[src/rtl/apb_pkg.sv]
// ---------------------------------------------------------------------------
// apb_pkg
// Shared constants for the APB timer slave and its wait-state generator:
// register byte offsets within the 32-byte window, CTRL bit positions, and
// the width and maximum value of the wait-state count.
// ---------------------------------------------------------------------------
package apb_pkg;

  // Byte offsets of the registers (PADDR[4:0] with PADDR[1:0] forced to 0).
  localparam logic [4:0] CTRL_OFS    = 5'h00;
  localparam logic [4:0] LOAD_OFS    = 5'h04;
  localparam logic [4:0] VALUE_OFS   = 5'h08;
  localparam logic [4:0] INTSTAT_OFS = 5'h0C;
  localparam logic [4:0] WAIT_OFS    = 5'h10;

  // CTRL register layout.
  localparam int CTRL_W      = 3;
  localparam int CTRL_EN     = 0;
  localparam int CTRL_IRQEN  = 1;
  localparam int CTRL_RELOAD = 2;

  // Wait-state count: 0..MAX_WAIT extra access cycles.
  localparam int WAIT_W   = 4;
  localparam int MAX_WAIT = 15;

endpackage

[src/rtl/apb_wait_gen.sv]
// ---------------------------------------------------------------------------
// apb_wait_gen
// Inserts a programmable number of wait states into every APB transfer.
// The count is loaded from wait_i in the setup phase and counted down on
// each PCLKEN-qualified access cycle; PREADY rises once it reaches zero.
//
// Ports:
//   clk, rst_n      clock, asynchronous active-low reset
//   pclken_i        APB clock enable; the counter only moves when high
//   psel_i          APB select
//   penable_i       APB access phase
//   wait_i          wait states to insert in the next transfer
//   access_o        PSEL & PENABLE, held low while in reset
//   pready_o        transfer complete (combinational)
// ---------------------------------------------------------------------------
module apb_wait_gen
  import apb_pkg::*;
(
  input  logic              clk,
  input  logic              rst_n,
  input  logic              pclken_i,
  input  logic              psel_i,
  input  logic              penable_i,
  input  logic [WAIT_W-1:0] wait_i,
  output logic              access_o,
  output logic              pready_o
);

  logic [WAIT_W-1:0] wcnt_q, wcnt_d;
  logic              run_q;

  // NOTE: every variable assigned in always_comb gets a default on the first
  // line so no path leaves it unassigned and no latch is inferred.
  always_comb begin
    wcnt_d = wcnt_q;
    if (pclken_i && psel_i) begin
      if (!penable_i) begin
        wcnt_d = wait_i;
      end else if (wcnt_q != '0) begin
        wcnt_d = wcnt_q - WAIT_W'(1);
      end
    end
  end

  // NOTE: state registers use non-blocking assignments so every flop samples
  // the pre-edge values of the others, regardless of statement order.
  always_ff @(posedge clk or negedge rst_n) begin
    if (!rst_n) begin
      wcnt_q <= '0;
      run_q  <= 1'b0;
    end else begin
      wcnt_q <= wcnt_d;
      run_q  <= 1'b1;
    end
  end

  // run_q keeps the slave silent while reset is asserted even if the bridge
  // holds PSEL/PENABLE high through it (wcnt is 0 in reset).
  assign access_o = run_q & psel_i & penable_i;
  assign pready_o = access_o & (wcnt_q == '0);

endmodule

[src/rtl/apb_timer_slave.sv]
// ---------------------------------------------------------------------------
// apb_timer_slave
// APB3 peripheral with a programmable down-counting timer, a level
// interrupt, and programmable APB wait states.
//
// Registers (byte offset):
//   0x00 CTRL    RW  [0] EN, [1] IRQEN, [2] RELOAD
//   0x04 LOAD    RW  reload value; writing it also loads VALUE
//   0x08 VALUE   RO  current count
//   0x0C INTSTAT W1C [0] expiry flag
//   0x10 WAIT    RW  [3:0] wait states per transfer
//
// Ports:
//   HCLK, HRESETn                 clock, asynchronous active-low reset
//   PCLKEN                        APB/timer clock enable
//   PSEL, PENABLE, PADDR, PWRITE, PWDATA   APB request
//   PRDATA, PREADY, PSLVERR       APB response
//   TIMER_IRQ                     INTSTAT & CTRL.IRQEN
// ---------------------------------------------------------------------------
module apb_timer_slave
  import apb_pkg::*;
#(
  parameter int ADDRWIDTH  = 16,
  parameter int DATAWIDTH  = 32,
  parameter int TIMERWIDTH = 32,
  parameter int WAITRST    = 0
) (
  input  logic                 HCLK,
  input  logic                 HRESETn,
  input  logic                 PCLKEN,
  input  logic                 PSEL,
  input  logic                 PENABLE,
  input  logic [ADDRWIDTH-1:0] PADDR,
  input  logic                 PWRITE,
  input  logic [DATAWIDTH-1:0] PWDATA,
  output logic [DATAWIDTH-1:0] PRDATA,
  output logic                 PREADY,
  output logic                 PSLVERR,
  output logic                 TIMER_IRQ
);

  logic [CTRL_W-1:0]     ctrl_q, ctrl_d;
  logic [TIMERWIDTH-1:0] load_q, load_d;
  logic [TIMERWIDTH-1:0] value_q, value_d;
  logic                  intstat_q, intstat_d;
  logic [WAIT_W-1:0]     wait_q, wait_d;

  logic                  access;
  logic [4:0]            ofs;
  logic                  ofs_valid;
  logic                  err;
  logic                  wr_en;
  logic                  expire;
  logic [DATAWIDTH-1:0]  rdata;
  logic                  unused_paddr_lsbs;

  apb_wait_gen u_wait_gen (
    .clk       (HCLK),
    .rst_n     (HRESETn),
    .pclken_i  (PCLKEN),
    .psel_i    (PSEL),
    .penable_i (PENABLE),
    .wait_i    (wait_q),
    .access_o  (access),
    .pready_o  (PREADY)
  );

  // Byte lanes are not decoded; every access is treated as a full word.
  assign unused_paddr_lsbs = ^PADDR[1:0];
  assign ofs               = {PADDR[4:2], 2'b00};

  always_comb begin
    case (ofs)
      CTRL_OFS, LOAD_OFS, VALUE_OFS, INTSTAT_OFS, WAIT_OFS: ofs_valid = 1'b1;
      default:                                              ofs_valid = 1'b0;
    endcase
  end

  assign err     = ~ofs_valid | (|PADDR[ADDRWIDTH-1:5]) | (PWRITE & (ofs == VALUE_OFS));
  assign wr_en   = PCLKEN & PREADY & PWRITE & ~err;
  assign PSLVERR = PREADY & err;

  always_comb begin
    rdata = '0;
    case (ofs)
      CTRL_OFS:    rdata[CTRL_W-1:0]     = ctrl_q;
      LOAD_OFS:    rdata[TIMERWIDTH-1:0] = load_q;
      VALUE_OFS:   rdata[TIMERWIDTH-1:0] = value_q;
      INTSTAT_OFS: rdata[0]              = intstat_q;
      WAIT_OFS:    rdata[WAIT_W-1:0]     = wait_q;
      default:     ;
    endcase
  end

  // Read data is shown for the whole access phase (including wait states).
  assign PRDATA = (access && !PWRITE && !err) ? rdata : '0;

  always_comb begin
    ctrl_d    = ctrl_q;
    load_d    = load_q;
    value_d   = value_q;
    intstat_d = intstat_q;
    wait_d    = wait_q;
    expire    = 1'b0;

    if (PCLKEN && ctrl_q[CTRL_EN]) begin
      if (value_q > TIMERWIDTH'(1)) begin
        value_d = value_q - TIMERWIDTH'(1);
      end else if (value_q == TIMERWIDTH'(1)) begin
        value_d = ctrl_q[CTRL_RELOAD] ? load_q : '0;
        expire  = 1'b1;
      end else if (ctrl_q[CTRL_RELOAD]) begin
        // A zero count only restarts from LOAD in periodic mode; in one-shot
        // mode zero is the terminal state after the single expiry.
        value_d = load_q;
      end
    end

    // Bus writes come after the timer update so a LOAD write wins over the
    // decrement on the same edge.
    if (wr_en) begin
      case (ofs)
        CTRL_OFS:    ctrl_d = PWDATA[CTRL_W-1:0];
        LOAD_OFS: begin
          load_d  = PWDATA[TIMERWIDTH-1:0];
          value_d = PWDATA[TIMERWIDTH-1:0];
        end
        INTSTAT_OFS: if (PWDATA[0]) intstat_d = 1'b0;
        WAIT_OFS:    wait_d = PWDATA[WAIT_W-1:0];
        default:     ;
      endcase
    end

    // An expiry on the same edge as a clear keeps the flag set.
    if (expire) intstat_d = 1'b1;
  end

  always_ff @(posedge HCLK or negedge HRESETn) begin
    if (!HRESETn) begin
      ctrl_q    <= '0;
      load_q    <= '0;
      value_q   <= '0;
      intstat_q <= 1'b0;
      wait_q    <= WAIT_W'(WAITRST);
    end else begin
      ctrl_q    <= ctrl_d;
      load_q    <= load_d;
      value_q   <= value_d;
      intstat_q <= intstat_d;
      wait_q    <= wait_d;
    end
  end

  assign TIMER_IRQ = intstat_q & ctrl_q[CTRL_IRQEN];

endmodule
[config.mk]
export PLATFORM = sky130hd
export DESIGN_NAME = apb_timer_slave
export DESIGN_NICKNAME = d
export VERILOG_FILES = /design/src/rtl/apb_pkg.sv /design/src/rtl/apb_wait_gen.sv /design/src/rtl/apb_timer_slave.sv
export SDC_FILE = /design/constraint.sdc
export NUM_CORES = 1
export LEC_CHECK = 0
export BUFFER_PORTS_ARGS = -buffer_cell sky130_fd_sc_hd__buf_2
export CAP_MARGIN = 10
export CORE_UTILIZATION = 52
export CTS_CLUSTER_DIAMETER = 100
export DETAILED_ROUTE_END_ITERATION = 7
export HOLD_SLACK_MARGIN = 0.02
export PLACE_DENSITY = 0.78
export SLEW_MARGIN = 20
export SYNTH_ARGS = -nofsm -noshare
export SYNTH_HDL_FRONTEND = slang
export SYNTH_SLANG_ARGS = --single-unit
[constraint.sdc]
create_clock -name HCLK -period 4.4 [get_ports HCLK]
set_input_delay 1.32 -clock HCLK [delete_from_list [all_inputs] [get_ports HCLK]]
set_output_delay 1.32 -clock HCLK [all_outputs]
set_load 0.03 [all_outputs]
==> results of run 1 <==
==> final timing paths <==
path / to / slack (ps) / depth (start not counted)
worst max register to register: value_q[7] / 1600 / 7
min in group asynchronous: load_q[6] / 960 / 1
worst max-delay path: PRDATA[31] / 40 / 8
worst min register to register: load_q[19] / 500 / 2
worst min-delay path: load_q[19] / 500 / 2
max in group asynchronous: load_q[12] / 2880 / 1
==> through the flow <==
step	utilization	setup slack, ps	hold WS (ps)	area, µm²	setup TNS (ps)
floorplan	-	-78.0	454	5540	-1590
global placement	0.612	21.1	476	6010	0
detailed placement	0.612	10.2	486	6010	0
CTS	0.628	6.49	505	6170	0
global route	0.645	-22.1	528	6330	-42.7
finish	0.645	43.2	502	6330	0
==> synthesized netlist by cell type, drive strengths merged (2+ instances only) <==
library cell	number
mux2i	18
and2	6
nor3	31
nor2b	3
nor2	71
nand2b	3
a22oi	28
a22o	2
xor2	10
o31ai	5
dfrtp	77
mux2	10
a221oi	4
a31o	3
o21ai	27
a221o	5
or4	4
and4	2
a21oi	24
a31oi	8
a311o	2
nand4b	2
xnor2	4
nor4	16
and3	8
nand3b	2
buf	21
a211oi	12
nand3	18
nand4	11
nand2	124
clkbuf	37
o211ai	12
inv	10
ha	4
or3	7
nor3b	2
==> layout make-up <==
class / instances / share of cell area
repair buffers: 106 / 0.113
flip-flops and latches: 77 / 0.304
well taps: 133 / 0.0263
inverters: 10 / 0.00593
multi-input cells: 505 / 0.525
clock inverters: 2 / 0.00158
clock buffers: 13 / 0.0235
==> power breakdown <==
group	total (mW)	leakage [nW]	switching, mW	internal, mW
combinational	0.119	1.69	0.0713	0.0474
clock	0.478	0.0833	0.262	0.217
sequential	0.730	1.06	0.0107	0.719
total	1.33	2.84	0.344	0.984
==> cell families after synthesis <==
family,after synthesis
flip-flops,77
AO/OA/AOI/OAI,141
adder cells (fa/ha/maj),4
AND/OR/NAND/NOR,316
buffers and inverters,68
multiplexers,29
other,1
XOR/XNOR,14
==> worst register-to-register path, cell delays in order (launching register included) <==
cell	delay [ps]
dfrtp_1	460
nor4_1	490
nand4b_1	280
nor4_4	520
buf_4	400
a21oi_1	230
a21oi_1	220
nor3_1	80
==> timing repair <==
item,CTS,global route
endpoints found under the setup margin,0,32
buffers inserted,0,1
resized for setup,0,47
==> routing by layer <==
metal / track usage / wire, µm / vias to the layer above
met5: 0 / 0 / -
met4: 0.125 / 478 / 0
met3: 0.0407 / 1040 / 46
met2: 0.484 / 7520 / 250
met1: 0.402 / 6520 / 2574
li1: - / - / 2444
==> registers in the layout (all words and copies together) (netlist names) <==
signal	count
ctrl_q	3
load_q	32
u_wait_gen.run_q	1
u_wait_gen.wcnt_q	4
intstat_q	1
wait_q	4
value_q	32
==> out/qor.csv, run 1 <==
metric,value,unit
synthTopCellsByArea,"dfrtp_1 (37%), nand2_1 (8.8%), nor2_1 (5.0%)",
grt_start_max_net_pins,78,
fin_crit,4360,ps
arrival,3040,ps
synth-compound-area-share,0.189,
muxShareOfSynthArea,0.0597,
p_leak,2.84,nW
synth-simple-area-share,0.295,
cp_slowest_stage_delay,590,ps
ys_seq_area_frac,0.365,
critPathBufInv,3,
ios,89,
fillerInstances,861,
r2r_start,value_q[27],
cp.required,3080,ps
yosys_warnings,0,
syn_area_per_cell,8.12,µm²
cp-end-kind,primary output,
hp-class,reg2reg,
outcome,finished clean,
ir_worst_vdd,0.146,mV
yosys.area.top_type,dfrtp_1,
hold_buffers,0,
p_per_area,210,nW/µm²
grt_pass1_vias,5070,
drt-initial-drc-count,429,
htree_levels,3,
synth_top_family_by_area,simple AND/OR/NAND/NOR gates,
maxCapViolations,0,
crit_fanout,8,
routedWlPerCell,18.4,µm
grt_usage,0.298,
crit_chain,buf_6 > nor4_4 > and3_4 > o21ai_2 > or4b_4 > buf_12 > nor2_2 > buf_4,
grt_pass1_wl,24600,µm
grt_antenna_before_repair,0,
relSlewSlack,0.501,
layout-drive-gt1-share,0.264,
synth_edf_count,0,
cp-start-kind,input port,
final_max_slew_viol_count,0,
tritoncts,built,
synth_flop_cell,dfrtp_1,
dp_cells,828,
synth_top_area_share,0.365,
post-route-period-util,0.990,
finalSetupViolCount,0,
portBuffers,86,
die_area,10600,µm²
synth_xor_area_frac,0.0232,
post-dp-hpwl,10200,µm
synth_area,5280,µm²
die_h,103,µm
nets,767,
antenna_cells,0,
multiInputGateArea,3330,µm²
clk_pin_slew,80,ps
worstMarginPinSlew,748,ps
mostFrequentLayoutCells,"nand2_1 (124), dfrtp_1 (77), buf_2 (64)",
gp_congestion,0.872,
ff_latch_area,1930,µm²
synth_fp_nets,708,
vias_per_cell,6.28,
cp_top_family,simple AND/OR/NAND/NOR gates,
numCtsBuffers,9,
die_w,103,µm
finalClockSkew,12.0,ps
crit_type,in2out,
syn_to_final_growth,20.0,%
synthArstFlopShare,1.00,
core_region_area,9820,µm²
min-delay-start,load_q[19],
cp_slowest_cell,or4b_4,
remaining_drc_errors,0,
startpoint,PADDR[10],
fin_cells,846,
wl,15600,µm
synth-seq-cells,77,
syn_inst,650,
first_pass_iters,5,
max_freq,230,MHz
ys_types,66,
cts_root_buf,clkbuf_8,
ant_nets,0,
total_power,1.33,mW
cts_sinks,77,
vias,5314,
final-hold-violation-count,0,
synthAdderAreaFrac,0.00948,
clock_path_buffers,2,
final_common_cell,nand2_1,
initial_core_util,0.538,
grt_overflow,0,
clkLatencyLatePin,350,ps
rows,36,
Power figures use the tool's default switching activity.
==> run 2, diff against run 1 <==
--- a/config.mk
+++ b/config.mk
@@ -7,11 +7,13 @@
 export LEC_CHECK = 0
 export BUFFER_PORTS_ARGS = -buffer_cell sky130_fd_sc_hd__buf_2
 export CAP_MARGIN = 10
-export CORE_UTILIZATION = 52
+export CELL_PAD_IN_SITES_DETAIL_PLACEMENT = 1
+export CELL_PAD_IN_SITES_GLOBAL_PLACEMENT = 1
+export CORE_UTILIZATION = 38
 export CTS_CLUSTER_DIAMETER = 100
 export DETAILED_ROUTE_END_ITERATION = 7
 export HOLD_SLACK_MARGIN = 0.02
-export PLACE_DENSITY = 0.78
+export PLACE_DENSITY_LB_ADDON = 0.1
 export SLEW_MARGIN = 20
 export SYNTH_ARGS = -nofsm -noshare
 export SYNTH_HDL_FRONTEND = slang
==> out/qor.csv, run 2 (synthesized netlist as in run 1, its figures left out) <==
metric,value,unit,change
vias,5296,,-0.34%
antenna_cells,0,,unchanged
die_w,120,µm,+17%
timing.rr.end,value_q[16],,
seq_power_share,0.420,,-0.130
nets,766,,-0.13%
fillerInstances,1616,,+88%
post-route-period-util,0.988,,-0.00188
cp.required,3080,ps,about the same
final-hold-violation-count,0,,unchanged
p_per_area,266,nW/µm²,+27%
initial_core_util,0.394,,-0.144
pwr-share-clk,0.512,,+0.152
p_comb_frac,0.068,,-0.021
clkLatencyLatePin,360,ps,about the same
placed_cell_area,6080,µm²,+1.1%
wl,17800,µm,+14%
maxCapViolations,0,,unchanged
first_pass_iters,5,,unchanged
layout-drive-gt1-share,0.261,,-0.00281
max_freq,230,MHz,+0.19%
worstMarginPinSlew,1040,ps,+289 ps
final_common_cell,nand2_1,,
cp_slowest_stage_delay,550,ps,-40 ps
final_max_slew_viol_count,0,,unchanged
grt_pass1_wl,29300,µm,+19%
reg2reg_slack,1520,ps,-80 ps
grt_overflow,0,,unchanged
remaining_drc_errors,0,,unchanged
rsz0062_at_grt,yes,,
drt-initial-drc-count,301,,-30%
setup_slack,51.5,ps,+8.28 ps
min-delay-start,load_q[7],,
grt_pass1_vias,5514,,+8.8%
top_layer,met4,,
portBuffers,86,,unchanged
vias_per_cell,5.96,,-5.2%
crit_type,in2out,,
whs_path_depth,2,,unchanged
grt_antenna_before_repair,0,,unchanged
crit_chain,buf_2 > nor4_2 > and3_1 > o21ai_1 > or4b_4 > buf_12 > nor2_2 > buf_6,,
ant_nets,0,,unchanged
cp-end-kind,primary output,,
cts_setup_buffers,0,,unchanged
finalClockSkew,9.22,ps,-2.77 ps
cp-start-kind,input port,,
cts_sinks,77,,unchanged
fin_crit,4350,ps,-8.28 ps
core_region_area,13400,µm²,+36%
grt_start_max_net_pins,78,,unchanged
grt_usage,0.262,,-0.0360
cts_root_buf,clkbuf_16,,
clk_pin_slew,60,ps,-20 ps
p_switching,0.400,mW,+16%
hold_end,load_q[7],,
outcome,finished clean,,
r2r_start,value_q[0],,
met1_length,8110,µm,+24%
reg2reg_depth,8,,+1
ios,89,,unchanged
utilization,0.486,,-0.159
p_sw_frac,0.230,,-0.0284
numCtsBuffers,9,,unchanged
die_area,14400,µm²,+36%
fin_cells,889,,+5.1%
routed-wl-met3,645,µm,-38%
tritoncts,built,,
htree_levels,3,,unchanged
rows,42,,+17%
die_h,120,µm,+17%
crit_fanout,15,,+7
hp-class,reg2reg,,
dp_cells,873,,+5.4%
ir_worst_vdd,0.217,mV,+49%
met2_length,8750,µm,+16%
p_leak,2.89,nW,+1.7%
routedWlPerCell,20.0,µm,+8.9%
cp_slowest_cell,or4b_4,,
syn_to_final_growth,23.4,%,
finalSetupViolCount,0,,unchanged
dpl_worst_slack,-22.0,ps,-32.2 ps
internal-power,1.34,mW,+36%
reg_top3,"load_q (32), value_q (32)",,
clock_path_buffers,2,,unchanged
gp_congestion,0.817,,-6.3%
mostFrequentLayoutCells,"nand2_1 (124), dfrtp_1 (77), buf_2 (54)",,
arrival,3030,ps,about the same
relSlewSlack,0.305,,-0.196
post-dp-hpwl,12000,µm,+17%
finalInstanceArea,6510,µm²,+2.8%
fin_tns_setup,0,ps,unchanged
[run 2: changes by cell type in the layout (fill, tap and decap cells not counted), moves of 3 or more]
cell | before | now
buf_6 | 6 | 2
buf_4 | 31 | 39
clkbuf_16 | 2 | 9
buf_2 | 64 | 54
bufinv_16 | 0 | 3
clkbuf_4 | 1 | 8
clkbuf_8 | 10 | 1
[run 2: cell type report]
type | count | area (µm²) | area share
Inverter | 10 | 37.5 | 0.00576
Multi-Input combinational cell | 505 | 3300 | 0.507
Sequential cell | 77 | 1930 | 0.296
Clock inverter | 4 | 95.1 | 0.0146
Timing Repair Buffer | 105 | 686 | 0.105
Clock buffer | 12 | 246 | 0.0378
Tap cell | 176 | 220 | 0.0338
[run 2: how the worst max path moves through the flow]
stage                  start    endpoint  slack, ps  depth (start not counted)
floorplan           PADDR[6]  PRDATA[10]        -80                          8
global placement    PADDR[7]  PRDATA[31]          7                          8
detailed placement  PADDR[6]  PRDATA[31]        -20                          8
CTS                 PADDR[6]  PRDATA[31]         30                          8
global route        PADDR[6]  PRDATA[31]        -10                          8
finish              PADDR[6]  PRDATA[31]         50                          8
[run 2: power by group through the flow]
stage	Combinational (mW)	Sequential (mW)	Clock, mW
final	0.118	0.730	0.888
after CTS	0.120	0.730	0.902
after global placement	0.113	0.742	0
after floorplan	0.0543	0.741	0
after global routing	0.133	0.732	0.925
after detailed placement	0.118	0.743	0
[run 2: metal layers]
metal  GRT usage  vias up
met4      0.0953        0
met1       0.347     2724
met5           0        -
met2       0.439      105
met3      0.0328       18
li1            -     2449
[run 2: critical path, delay by kind of cell]
| family | cells | cell delay [ps] |
|---|---|---|
| AOI/OAI and AO/OA | 1 | 90 |
| and+or+nand+nor | 4 | 1160 |
| buffers and inverters | 3 | 450 |
[run 2: what timing repair did]
item                                    4_1_cts  5_1_grt
pin swaps                                     0        1
endpoints found under the setup margin        1       31
hold buffers                                  0        0
gates resized for setup                       2       55
[run 2: stage by stage]
stage	hold WS, ps	power [mW]
finish	505	1.74
global route	540	1.79
CTS	505	1.75
detailed placement	491	0.861
global placement	479	0.855
floorplan	454	0.795
